==> config.mk <==
export PLATFORM = sky130hd
export DESIGN_NAME = eth_header_inserter_flat
export DESIGN_NICKNAME = d
export VERILOG_FILES = /design/src/rtl/eth_header_inserter_if.sv /design/src/rtl/eth_header_inserter.sv /design/src/flat_wrapper.sv
export SDC_FILE = /design/constraint.sdc
export NUM_CORES = 1
export LEC_CHECK = 0
export ABC_AREA = 1
export CORE_MARGIN = 2
export CORE_UTILIZATION = 35
export CTS_CLUSTER_DIAMETER = 200
export DETAILED_ROUTE_END_ITERATION = 10
export PLACE_DENSITY_LB_ADDON = 0.1
export SLEW_MARGIN = 20
export SYNTH_ARGS = -nofsm -noshare
export SYNTH_HDL_FRONTEND = slang
export SYNTH_SLANG_ARGS = --single-unit
==> constraint.sdc <==
create_clock -name clk -period 11.81 [get_ports clk]
set_input_delay 2.362 -clock clk [delete_from_list [all_inputs] [get_ports clk]]
set_output_delay 2.362 -clock clk [all_outputs]
set_load 0.01 [all_outputs]
==> src/rtl/eth_header_inserter_if.sv <==
// Descriptor, payload-in and framed-out buses of the Ethernet header inserter.
// The slave modport is the inserter's view; master is its environment's view.
interface eth_header_inserter_if #(parameter int DATA_WIDTH = 64);
  localparam int KEEP_W = DATA_WIDTH / 8;

  logic                  s_hdr_valid;
  logic                  s_hdr_ready;
  logic [47:0]           s_hdr_dest_mac;
  logic [47:0]           s_hdr_src_mac;
  logic                  s_hdr_vlan_present;
  logic [11:0]           s_hdr_vlan_id;
  logic [15:0]           s_hdr_ethertype;

  logic [DATA_WIDTH-1:0] s_axis_tdata;
  logic [KEEP_W-1:0]     s_axis_tkeep;
  logic                  s_axis_tvalid;
  logic                  s_axis_tready;
  logic                  s_axis_tlast;

  logic [DATA_WIDTH-1:0] m_axis_tdata;
  logic [KEEP_W-1:0]     m_axis_tkeep;
  logic                  m_axis_tvalid;
  logic                  m_axis_tready;
  logic                  m_axis_tlast;

  modport slave (
    input  s_hdr_valid, s_hdr_dest_mac, s_hdr_src_mac, s_hdr_vlan_present,
           s_hdr_vlan_id, s_hdr_ethertype,
    output s_hdr_ready,
    input  s_axis_tdata, s_axis_tkeep, s_axis_tvalid, s_axis_tlast,
    output s_axis_tready,
    output m_axis_tdata, m_axis_tkeep, m_axis_tvalid, m_axis_tlast,
    input  m_axis_tready
  );

  modport master (
    output s_hdr_valid, s_hdr_dest_mac, s_hdr_src_mac, s_hdr_vlan_present,
           s_hdr_vlan_id, s_hdr_ethertype,
    input  s_hdr_ready,
    output s_axis_tdata, s_axis_tkeep, s_axis_tvalid, s_axis_tlast,
    input  s_axis_tready,
    input  m_axis_tdata, m_axis_tkeep, m_axis_tvalid, m_axis_tlast,
    output m_axis_tready
  );
endinterface

==> src/rtl/eth_header_inserter.sv <==
// Prepends a 14/18-byte L2 header to a 64-bit AXI4-Stream payload, realigning
// payload bytes behind the header. Padding and FCS are left to the MAC.
module eth_header_inserter #(
  parameter int DATA_WIDTH = 64
) (
  input logic clk,
  input logic rst,
  eth_header_inserter_if.slave bus
);
  localparam int KEEP_W = DATA_WIDTH / 8;

  localparam logic [1:0] ST_IDLE = 2'd0;
  localparam logic [1:0] ST_HDR  = 2'd1;
  localparam logic [1:0] ST_PAY  = 2'd2;
  localparam logic [1:0] ST_TAIL = 2'd3;

  logic [1:0]            state_q, state_d;
  logic                  beat_q, beat_d;
  logic                  tagged_q, tagged_d;
  logic [47:0]           dest_q, dest_d;
  logic [47:0]           src_q, src_d;
  logic [11:0]           vid_q, vid_d;
  logic [15:0]           etype_q, etype_d;
  logic [47:0]           res_q, res_d;
  logic [3:0]            rcnt_q, rcnt_d;
  logic [DATA_WIDTH-1:0] m_data_q, m_data_d;
  logic [KEEP_W-1:0]     m_keep_q, m_keep_d;
  logic                  m_last_q, m_last_d;
  logic                  m_valid_q, m_valid_d;

  function automatic logic [47:0] swap48(input logic [47:0] v);
    return {v[7:0], v[15:8], v[23:16], v[31:24], v[39:32], v[47:40]};
  endfunction

  function automatic logic [7:0] keep_lo(input logic [3:0] cnt);
    return 8'hFF >> (4'd8 - cnt);
  endfunction

  function automatic logic [63:0] mask_keep(input logic [63:0] d, input logic [7:0] k);
    logic [63:0] m;
    m = '0;
    for (int i = 0; i < 8; i++) if (k[i]) m[8*i +: 8] = 8'hFF;
    return d & m;
  endfunction

  // Header laid out lane-ordered: byte k of the wire header sits at [8k+7:8k].
  logic [15:0]  tci;
  logic [175:0] hdr_vec;
  assign tci = {4'b0, vid_q};
  always_comb begin
    if (tagged_q)
      hdr_vec = {32'b0, etype_q[7:0], etype_q[15:8], tci[7:0], tci[15:8], 16'h0081,
                 swap48(src_q), swap48(dest_q)};
    else
      hdr_vec = {64'b0, etype_q[7:0], etype_q[15:8], swap48(src_q), swap48(dest_q)};
  end

  logic        free;
  logic [3:0]  n_in;
  logic [3:0]  room;
  logic [3:0]  offs;
  logic [63:0] pay_data;
  logic [47:0] pay_res;

  assign free = !m_valid_q || bus.m_axis_tready;
  assign room = tagged_q ? 4'd6 : 4'd2;
  assign offs = tagged_q ? 4'd2 : 4'd6;

  always_comb begin
    n_in = '0;
    for (int i = 0; i < 8; i++) n_in = n_in + {3'b0, bus.s_axis_tkeep[i]};
  end

  always_comb begin
    if (tagged_q) begin
      pay_data = {bus.s_axis_tdata[47:0], res_q[15:0]};
      pay_res  = {32'b0, bus.s_axis_tdata[63:48]};
    end else begin
      pay_data = {bus.s_axis_tdata[15:0], res_q};
      pay_res  = bus.s_axis_tdata[63:16];
    end
  end

  always_comb begin
    state_d   = state_q;
    beat_d    = beat_q;
    tagged_d  = tagged_q;
    dest_d    = dest_q;
    src_d     = src_q;
    vid_d     = vid_q;
    etype_d   = etype_q;
    res_d     = res_q;
    rcnt_d    = rcnt_q;
    m_data_d  = m_data_q;
    m_keep_d  = m_keep_q;
    m_last_d  = m_last_q;
    m_valid_d = m_valid_q && !bus.m_axis_tready;
    case (state_q)
      ST_IDLE: begin
        if (bus.s_hdr_valid) begin
          tagged_d = bus.s_hdr_vlan_present;
          dest_d   = bus.s_hdr_dest_mac;
          src_d    = bus.s_hdr_src_mac;
          vid_d    = bus.s_hdr_vlan_id;
          etype_d  = bus.s_hdr_ethertype;
          beat_d   = 1'b0;
          state_d  = ST_HDR;
        end
      end
      ST_HDR: begin
        if (free) begin
          m_data_d  = beat_q ? hdr_vec[127:64] : hdr_vec[63:0];
          m_keep_d  = 8'hFF;
          m_last_d  = 1'b0;
          m_valid_d = 1'b1;
          if (beat_q == tagged_q) begin
            res_d   = beat_q ? hdr_vec[175:128] : hdr_vec[111:64];
            state_d = ST_PAY;
          end else begin
            beat_d = 1'b1;
          end
        end
      end
      ST_PAY: begin
        if (free && bus.s_axis_tvalid) begin
          m_valid_d = 1'b1;
          res_d     = pay_res;
          m_data_d  = pay_data;
          m_keep_d  = 8'hFF;
          m_last_d  = 1'b0;
          if (bus.s_axis_tlast) begin
            if (n_in <= room) begin
              m_keep_d = keep_lo(offs + n_in);
              m_data_d = mask_keep(pay_data, keep_lo(offs + n_in));
              m_last_d = 1'b1;
              state_d  = ST_IDLE;
            end else begin
              rcnt_d  = n_in - room;
              state_d = ST_TAIL;
            end
          end
        end
      end
      default: begin
        if (free) begin
          m_data_d  = mask_keep({16'b0, res_q}, keep_lo(rcnt_q));
          m_keep_d  = keep_lo(rcnt_q);
          m_last_d  = 1'b1;
          m_valid_d = 1'b1;
          state_d   = ST_IDLE;
        end
      end
    endcase
  end

  always_ff @(posedge clk or posedge rst) begin
    if (rst) begin
      state_q   <= ST_IDLE;
      beat_q    <= 1'b0;
      tagged_q  <= 1'b0;
      dest_q    <= '0;
      src_q     <= '0;
      vid_q     <= '0;
      etype_q   <= '0;
      res_q     <= '0;
      rcnt_q    <= '0;
      m_data_q  <= '0;
      m_keep_q  <= '0;
      m_last_q  <= 1'b0;
      m_valid_q <= 1'b0;
    end else begin
      state_q   <= state_d;
      beat_q    <= beat_d;
      tagged_q  <= tagged_d;
      dest_q    <= dest_d;
      src_q     <= src_d;
      vid_q     <= vid_d;
      etype_q   <= etype_d;
      res_q     <= res_d;
      rcnt_q    <= rcnt_d;
      m_data_q  <= m_data_d;
      m_keep_q  <= m_keep_d;
      m_last_q  <= m_last_d;
      m_valid_q <= m_valid_d;
    end
  end

  assign bus.s_hdr_ready   = (state_q == ST_IDLE);
  assign bus.s_axis_tready = (state_q == ST_PAY) && free;
  assign bus.m_axis_tdata  = m_data_q;
  assign bus.m_axis_tkeep  = m_keep_q;
  assign bus.m_axis_tlast  = m_last_q;
  assign bus.m_axis_tvalid = m_valid_q;
endmodule

==> src/flat_wrapper.sv <==
// flat-port wrapper written by rule: the top's interface ports become plain ports
module eth_header_inserter_flat 
#(
  parameter int DATA_WIDTH = 64
)
  (clk, rst, bus_s_hdr_valid, bus_s_hdr_dest_mac, bus_s_hdr_src_mac, bus_s_hdr_vlan_present, bus_s_hdr_vlan_id, bus_s_hdr_ethertype, bus_s_hdr_ready, bus_s_axis_tdata, bus_s_axis_tkeep, bus_s_axis_tvalid, bus_s_axis_tlast, bus_s_axis_tready, bus_m_axis_tdata, bus_m_axis_tkeep, bus_m_axis_tvalid, bus_m_axis_tlast, bus_m_axis_tready);
  eth_header_inserter_if #(.DATA_WIDTH(DATA_WIDTH)) bus_i ();
  input logic clk;
  input logic rst;
  input wire logic [$bits(bus_i.s_hdr_valid)-1:0] bus_s_hdr_valid;
  input wire logic [$bits(bus_i.s_hdr_dest_mac)-1:0] bus_s_hdr_dest_mac;
  input wire logic [$bits(bus_i.s_hdr_src_mac)-1:0] bus_s_hdr_src_mac;
  input wire logic [$bits(bus_i.s_hdr_vlan_present)-1:0] bus_s_hdr_vlan_present;
  input wire logic [$bits(bus_i.s_hdr_vlan_id)-1:0] bus_s_hdr_vlan_id;
  input wire logic [$bits(bus_i.s_hdr_ethertype)-1:0] bus_s_hdr_ethertype;
  output wire logic [$bits(bus_i.s_hdr_ready)-1:0] bus_s_hdr_ready;
  input wire logic [$bits(bus_i.s_axis_tdata)-1:0] bus_s_axis_tdata;
  input wire logic [$bits(bus_i.s_axis_tkeep)-1:0] bus_s_axis_tkeep;
  input wire logic [$bits(bus_i.s_axis_tvalid)-1:0] bus_s_axis_tvalid;
  input wire logic [$bits(bus_i.s_axis_tlast)-1:0] bus_s_axis_tlast;
  output wire logic [$bits(bus_i.s_axis_tready)-1:0] bus_s_axis_tready;
  output wire logic [$bits(bus_i.m_axis_tdata)-1:0] bus_m_axis_tdata;
  output wire logic [$bits(bus_i.m_axis_tkeep)-1:0] bus_m_axis_tkeep;
  output wire logic [$bits(bus_i.m_axis_tvalid)-1:0] bus_m_axis_tvalid;
  output wire logic [$bits(bus_i.m_axis_tlast)-1:0] bus_m_axis_tlast;
  input wire logic [$bits(bus_i.m_axis_tready)-1:0] bus_m_axis_tready;
  assign bus_i.s_hdr_valid = bus_s_hdr_valid;
  assign bus_i.s_hdr_dest_mac = bus_s_hdr_dest_mac;
  assign bus_i.s_hdr_src_mac = bus_s_hdr_src_mac;
  assign bus_i.s_hdr_vlan_present = bus_s_hdr_vlan_present;
  assign bus_i.s_hdr_vlan_id = bus_s_hdr_vlan_id;
  assign bus_i.s_hdr_ethertype = bus_s_hdr_ethertype;
  assign bus_s_hdr_ready = bus_i.s_hdr_ready;
  assign bus_i.s_axis_tdata = bus_s_axis_tdata;
  assign bus_i.s_axis_tkeep = bus_s_axis_tkeep;
  assign bus_i.s_axis_tvalid = bus_s_axis_tvalid;
  assign bus_i.s_axis_tlast = bus_s_axis_tlast;
  assign bus_s_axis_tready = bus_i.s_axis_tready;
  assign bus_m_axis_tdata = bus_i.m_axis_tdata;
  assign bus_m_axis_tkeep = bus_i.m_axis_tkeep;
  assign bus_m_axis_tvalid = bus_i.m_axis_tvalid;
  assign bus_m_axis_tlast = bus_i.m_axis_tlast;
  assign bus_i.m_axis_tready = bus_m_axis_tready;
  eth_header_inserter #(.DATA_WIDTH(DATA_WIDTH)) u_core (.clk(clk), .rst(rst), .bus(bus_i));
endmodule
[Word level (Yosys, flattened, before mapping)]
Cells that the tools add are included.
W data, S select, Z words.
Word-level totals
  flip-flop bits (word level): 254
  output and inout port bits: 76
  logic and storage cells: 166
Operators by class
  add/sub/neg operators: 11
  $lt $le $gt $ge: 1
  equal/unequal tests: 9
  shift-type cells: 2
  muxes and demuxes: 108
  bitwise operators: 4
  reductions and logical operators: 18
Operators by type and width (number)
  $mux W8: 69
  $mux W64: 7
  $mux W48: 5
  $pmux W64 S3: 1
  $mux W144: 1
  $pmux W48 S2: 1
  $and A48 B64 Y64: 1
  $and A64 B64 Y64: 1
  $add A4 B1 Y4: 6
  $pmux W8 S3: 1
  $reduce_and A4 Y1: 4
  $shr A8 B4 Y8 const A: 2
  $mux W2: 7
  $mux W1: 10
  $sub A4 B4 Y4 const A: 2
  $mux W3: 2
  $ne A2 B1 Y1 const B: 3
  $ne A2 B2 Y1 const B: 3
  $pmux W2 S3: 1
  $reduce_and A6 Y1: 1
  $reduce_bool A2 Y1: 3
  $add A4 B4 Y4: 1
  $le A4 B4 Y1: 1
  $pmux W1 S2: 2
  14 further kinds: 18

[Longest topological paths before layout]
  depth in word-level cells: 20
  gate-level depth with buffers: 24
  mapped depth without buffers: 23

[Least setup slack after synthesis]
Ideal clock, no wire load.
  path type: input to register
  start: input bus_s_axis_tkeep[0]
  end: register u_core.m_data_q[29] (netlist: u_core.bus.m_axis_tdata[29])
  arrival: 6385 ps
  required time: 11690 ps
  setup slack: 5304 ps
  stages on the path: 23
  path buffers: 1
  cells stage by stage: ha_1 -> inv_1 -> fa_1 -> fa_1 -> inv_1 -> fa_1 -> inv_1 -> fa_1 -> inv_1 -> ha_1 -> inv_1 -> fa_1 -> inv_1 -> nand2_1 -> nand2_1 -> nand4_1 -> nand2_1 -> clkinv_1 -> buf_2 -> nand3_1 -> nand2_1 -> nand2_1 -> nand2_1
Between the ends
  cells in the longest elaborated chain, start to end: 20
RTL lines
  start: declaration: RTL line flat_wrapper.sv:18  | input wire logic [$bits(bus_i.s_axis_tkeep)-1:0] bus_s_axis_tkeep;
  $add A1 B1 Y2 (*): RTL line eth_header_inserter.sv:71  | for (int i = 0; i < 8; i++) n_in = n_in + {3'b0, bus.s_axis_tkeep[i]};
  $add A4 B1 Y4 (*) (6 in a row): RTL line eth_header_inserter.sv:71
  $add A4 B4 Y4: RTL line eth_header_inserter.sv:134  | m_data_d = mask_keep(pay_data, keep_lo(offs + n_in));
  $sub A4 B4 Y4: RTL line eth_header_inserter.sv:36  | return 8'hFF >> (4'd8 - cnt);
  $shr A8 B4 Y8: RTL line eth_header_inserter.sv:36
  $mux W8: RTL line eth_header_inserter.sv:42  | for (int i = 0; i < 8; i++) if (k[i]) m[8*i +: 8] = 8'hFF;
  $mux W8: RTL line eth_header_inserter.sv:132  | if (n_in <= room) begin
  $mux W8: RTL line eth_header_inserter.sv:131  | if (bus.s_axis_tlast) begin
  $mux W8: RTL line eth_header_inserter.sv:125  | if (free && bus.s_axis_tvalid) begin
  $mux W8: RTL line eth_header_inserter.sv:98  | case (state_q)
  $and A64 B64 Y64: RTL line eth_header_inserter.sv:43  | return d & m;
  $mux W64 (*): RTL line eth_header_inserter.sv:132
  $mux W64 (*): RTL line eth_header_inserter.sv:131
  $mux W64 (*): RTL line eth_header_inserter.sv:125
  $pmux W64 S3 (*): RTL line eth_header_inserter.sv:98
  end signal: assignment: RTL line eth_header_inserter.sv:181  | m_data_q <= m_data_d;
  end: declaration: RTL line eth_header_inserter.sv:26  | logic [DATA_WIDTH-1:0] m_data_q, m_data_d;
Mark *: on every way between the ends. The rest lies on a longest branch, timed or not. The select of a mux whose other input is x is not followed.
A chain may end at the register's enable or synchronous reset.

[Worst setup path after layout]
  start: input bus_s_axis_tkeep[1]
  end: register u_core.m_keep_q[0] (netlist: u_core.bus.m_axis_tkeep[0])
Between the ends
  cells in the longest elaborated chain, start to end: 14
RTL lines
  $add A1 B1 Y2 (*): RTL line eth_header_inserter.sv:71
  $add A4 B1 Y4 (*) (6 in a row): RTL line eth_header_inserter.sv:71
  $add A4 B4 Y4: RTL line eth_header_inserter.sv:133  | m_keep_d = keep_lo(offs + n_in);
  $sub A4 B4 Y4: RTL line eth_header_inserter.sv:36
  $shr A8 B4 Y8: RTL line eth_header_inserter.sv:36
  $mux W8 (*): RTL line eth_header_inserter.sv:132
  $mux W8 (*): RTL line eth_header_inserter.sv:131
  $mux W8 (*): RTL line eth_header_inserter.sv:125
  $pmux W8 S3 (*): RTL line eth_header_inserter.sv:98
  end signal: assignment: RTL line eth_header_inserter.sv:182  | m_keep_q <= m_keep_d;
  end: declaration: RTL line eth_header_inserter.sv:27  | logic [KEEP_W-1:0] m_keep_q, m_keep_d;
Marked as above.

==> impl_metrics.py <==
metrics = {
    "global_route": {
        "grt_max_degree": 124,
        "grt_overflow_total": 0,
        "antenna_found_initial": 5,
        "grt_pass1_wl_um": 72400,
        "grt_pass1_vias": 11700,
        "grt_usage_pct": 24.4,
    },
    "yosys": {
        "syn_nets": 1794,
        "avgSynthCellArea_um2": 8.42,
        "synth_area_mm2": 0.0132,
        "synth_seq_cells": 254,
        "ys_warn_count": 0,
        "syn_inst": 1568,
        "synth_cell_type_count": 35,
        "ys_seq_area_share_pct": 48.2,
    },
    "route": {
        "ant_nets": 0,
        "vias_per_cell": 5.11,
        "drt_iter0_drc": 923,
        "dr.pass1.iters": 5,
        "wirelength_um": 47800,
        "routedWlPerCell_um": 20.4,
        "drc": 0,
        "route.vias.total": 12000,
    },
    "clock_tree": {
        "cts_tree": "done",
        "postCtsSetupBuffers": 0,
        "cts_hold_buf": 0,
        "cts_sinks": 254,
        "numCtsBuffers": 30,
        "ctsResizeCount": 0,
        "clk_latency_ns": 0.57,
        "root_buffer": "clkbuf_16",
        "htreeDepth": 1,
        "clock_path_buffers": 3,
        "clk_pin_slew_worst_paths_ns": 0.06,
    },
    "worst_setup_path": {
        "reg2reg_setup_slack_ns": 7.18,
        "required_ns": 12.24,
        "start_kind": "primary input",
        "rr_startpoint": "u_core.state_q[0]$_DFFE_PP0P_",
        "critPathCaptureType": "flop",
        "cp_max_fo": 19,
        "critPathCapture": "u_core.bus.m_axis_tkeep[0]$_DFFE_PP0P_",
        "critPathLaunch": "bus_s_axis_tkeep[1]",
        "r2r_end": "u_core.bus.m_axis_tkeep[2]$_DFFE_PP0P_",
        "r2r_cells": 13,
        "arrival_ns": 7.83,
        "critPathKind": "in2reg",
    },
    "place": {
        "place_inst": 2283,
        "place.gp.congestion": 0.876,
        "dpl-instance-area_mm2": 0.0164,
        "io_buffers": 278,
        "hpwlAfterDp_um": 34000,
    },
    "cells_and_area": {
        "areaGrowthSynthToFinish_pct": 32.5,
        "fin_cells": 2343,
        "layout-drive-gt1-share_pct": 10.4,
        "regArea_mm2": 0.00636,
        "design_area_mm2": 0.0175,
        "layout.core_utilization_pct": 46.7,
        "multi_input_comb_area_mm2": 0.00594,
        "fill_cells": 3671,
        "finalNetCount": 2030,
    },
    "job": {
        "drv_cap": 0,
    },
    "sta": {
        "finalSetupTns_ns": 0,
        "finalSetupViolCount": 0,
        "max_freq_mhz": 135,
        "relSlewSlack_pct": 31.6,
        "rsz0062_at_grt": "no",
        "period_needed_ns": 7.40,
        "period_share_pct": 62.7,
        "fin_worst_skew_ns": 0.0163,
        "final_max_slew_viol_count": 0,
        "hold_viol": 0,
        "worst_pin_slew_ns": 1.02,
    },
    "min_path": {
        "hp-class": "reg2reg",
    },
    "die": {
        "die_h_um": 198,
        "io_pins": 279,
        "start_util_pct": 35.3,
        "dieArea_mm2": 0.0393,
        "die_w_um": 198,
        "core_mm2": 0.0374,
        "num_rows": 71,
    },
    "power": {
        "leakage_nw": 8.03,
        "ir_drop_uv": 136,
        "p_per_area_mw_per_mm2": 280,
    },
    "run_status": {
        "run_status": "completed",
    },
}
==> cell usage in the layout (no fill, tap or decap), types with 4 or more instances in the layout <==
master | synthesis | layout
a22oi_1 | 53 | 53
nand4_1 | 15 | 15
clkinv_2 | 0 | 8
nand3_1 | 86 | 86
nor2_2 | 4 | 4
o22ai_1 | 28 | 28
nor2_1 | 113 | 111
ha_1 | 17 | 16
fa_1 | 6 | 6
buf_4 | 0 | 15
nor3_1 | 16 | 16
a21boi_0 | 8 | 8
nand2_1 | 393 | 392
o211ai_1 | 10 | 10
diode_2 | 0 | 6
a21oi_1 | 88 | 88
bufinv_16 | 0 | 6
mux2_2 | 100 | 100
dfrtp_1 | 254 | 253
clkbuf_16 | 0 | 30
clkdlybuf4s50_1 | 0 | 278
inv_1 | 141 | 139
a31oi_1 | 9 | 9
o21ai_0 | 115 | 115
==> worst min-delay path by stage <==
| stage | cells past startpoint | slack (ns) | from | to |
|---|---|---|---|---|
| 2_1_floorplan | 2 | 0.45 | u_core.rcnt_q[1]$_DFFE_PP0P_ | u_core.rcnt_q[1]$_DFFE_PP0P_ |
| 3_3_place_gp | 2 | 0.47 | u_core.bus.m_axis_tdata[52]$_DFFE_PP0P_ | u_core.bus.m_axis_tdata[52]$_DFFE_PP0P_ |
| 3_5_place_dp | 2 | 0.47 | u_core.bus.m_axis_tdata[54]$_DFFE_PP0P_ | u_core.bus.m_axis_tdata[54]$_DFFE_PP0P_ |
| 4_1_cts | 2 | 0.49 | u_core.bus.m_axis_tdata[54]$_DFFE_PP0P_ | u_core.bus.m_axis_tdata[54]$_DFFE_PP0P_ |
| 5_1_grt | 2 | 0.51 | u_core.bus.m_axis_tdata[62]$_DFFE_PP0P_ | u_core.bus.m_axis_tdata[62]$_DFFE_PP0P_ |
| 6_report | 2 | 0.48 | u_core.bus.m_axis_tdata[53]$_DFFE_PP0P_ | u_core.bus.m_axis_tdata[53]$_DFFE_PP0P_ |
==> cells by family after synthesis <==
| group | synth area share (%) |
|---|---|
| and+or+nand+nor | 19.7 |
| buffers and inverters | 7.05 |
| muxes | 8.61 |
| xor gates and xnor gates | 0.199 |
| DFF | 48.2 |
| adders and majority gates | 2.52 |
| AOI/OAI and AO/OA | 13.7 |
==> state kept, by name, summed over array words and instances (netlist names) <==
name	cells
u_core.bus.m_axis_tdata	64
u_core.dest_q	48
u_core.res_q	48
u_core.src_q	48
u_core.etype_q	16
u_core.vid_q	12
u_core.bus.m_axis_tkeep	8
u_core.rcnt_q	4
u_core.state_q	2
u_core.beat_q	1
u_core.bus.m_axis_tlast	1
u_core.bus.m_axis_tvalid	1
u_core.tagged_q	1
==> cells in the mapped netlist <==
library cell	n	share of area [%]
nand2_1	393	11
dfrtp_1	254	48
inv_1	141	4.0
o21ai_0	115	4.4
nor2_1	113	3.2
mux2_2	100	8.5
a21oi_1	88	3.3
nand3_1	86	3.3
a22oi_1	53	3.0
clkbuf_1	50	1.4
buf_2	28	1.1
o22ai_1	28	1.3
ha_1	17	1.6
nor3_1	16	0.61
nand4_1	15	0.71
buf_1	11	0.31
o211ai_1	10	0.57
a31oi_1	9	0.43
a21boi_0	8	0.46
fa_1	6	0.91
nor2_2	4	0.19
clkinv_1	3	0.085
o21a_1	3	0.17
xor2_1	3	0.20
nand2_2	2	0.095
nand3_2	2	0.15
or2_2	2	0.095
and2_1	1	0.047
buf_6	1	0.085
inv_2	1	0.028
inv_4	1	0.047
mux2i_1	1	0.076
nand3b_1	1	0.057
nor3_4	1	0.12
o21ai_2	1	0.066
==> metal layers <==
layer	vias to the layer above	global-route usage, %	share of wire [%]
met3	63	4.17	6.4
met4	0	8.44	2.9
met5	-	0	0
li1	5695	-	-
met1	5799	35.6	46
met2	405	36.5	44
==> stage by stage <==
| stage | power, W | hold WS [ns] | worst slack [ns] |
|---|---|---|---|
| 4_1_cts | 0.00492 | 0.487 | 4.42 |
| 3_3_place_gp | 0.00386 | 0.466 | 4.01 |
| 5_1_grt | 0.00525 | 0.506 | 4.03 |
| 6_report | 0.00489 | 0.483 | 4.41 |
| 2_1_floorplan | 0.00301 | 0.453 | 2.46 |
| 3_5_place_dp | 0.00389 | 0.471 | 3.82 |
==> report_power, final <==
group,internal [W],leakage (nW),switching (W),total [W]
Sequential,0.00127,3.14,0.000249,0.00152
Clock,0.000614,0.522,0.000387,0.00100
Combinational,0.000847,4.37,0.00153,0.00237
Total,0.00273,8.03,0.00216,0.00489
==> worst max-delay path, stage by stage <==
cell and delay [ns]:
clkdlybuf4s50_1 0.41, ha_1 0.28, inv_1 0.05, fa_1 0.50, fa_1 0.42, inv_1 0.08, fa_1 0.20, inv_1 0.07
fa_1 0.43, xor2_1 0.24, inv_1 0.10, ha_1 0.32, inv_1 0.07, fa_1 0.44, inv_1 0.09, nand2_1 0.05
nand2_1 0.08, nand4_1 0.09, nand2_1 0.37, clkinv_1 0.71, o21ai_0 0.39, nand2_1 0.08
==> cell type report <==
class | count | area share, %
clock inverter | 18 | 1.49
clock buffer | 36 | 4.59
inverter | 146 | 3.19
timing repair buffer | 294 | 16.6
tap | 511 | 3.66
multi-input combinational | 1078 | 34.0
sequential | 254 | 36.4
antenna | 6 | 0.0859
Note: power is estimated with default switching activity, not from simulation.
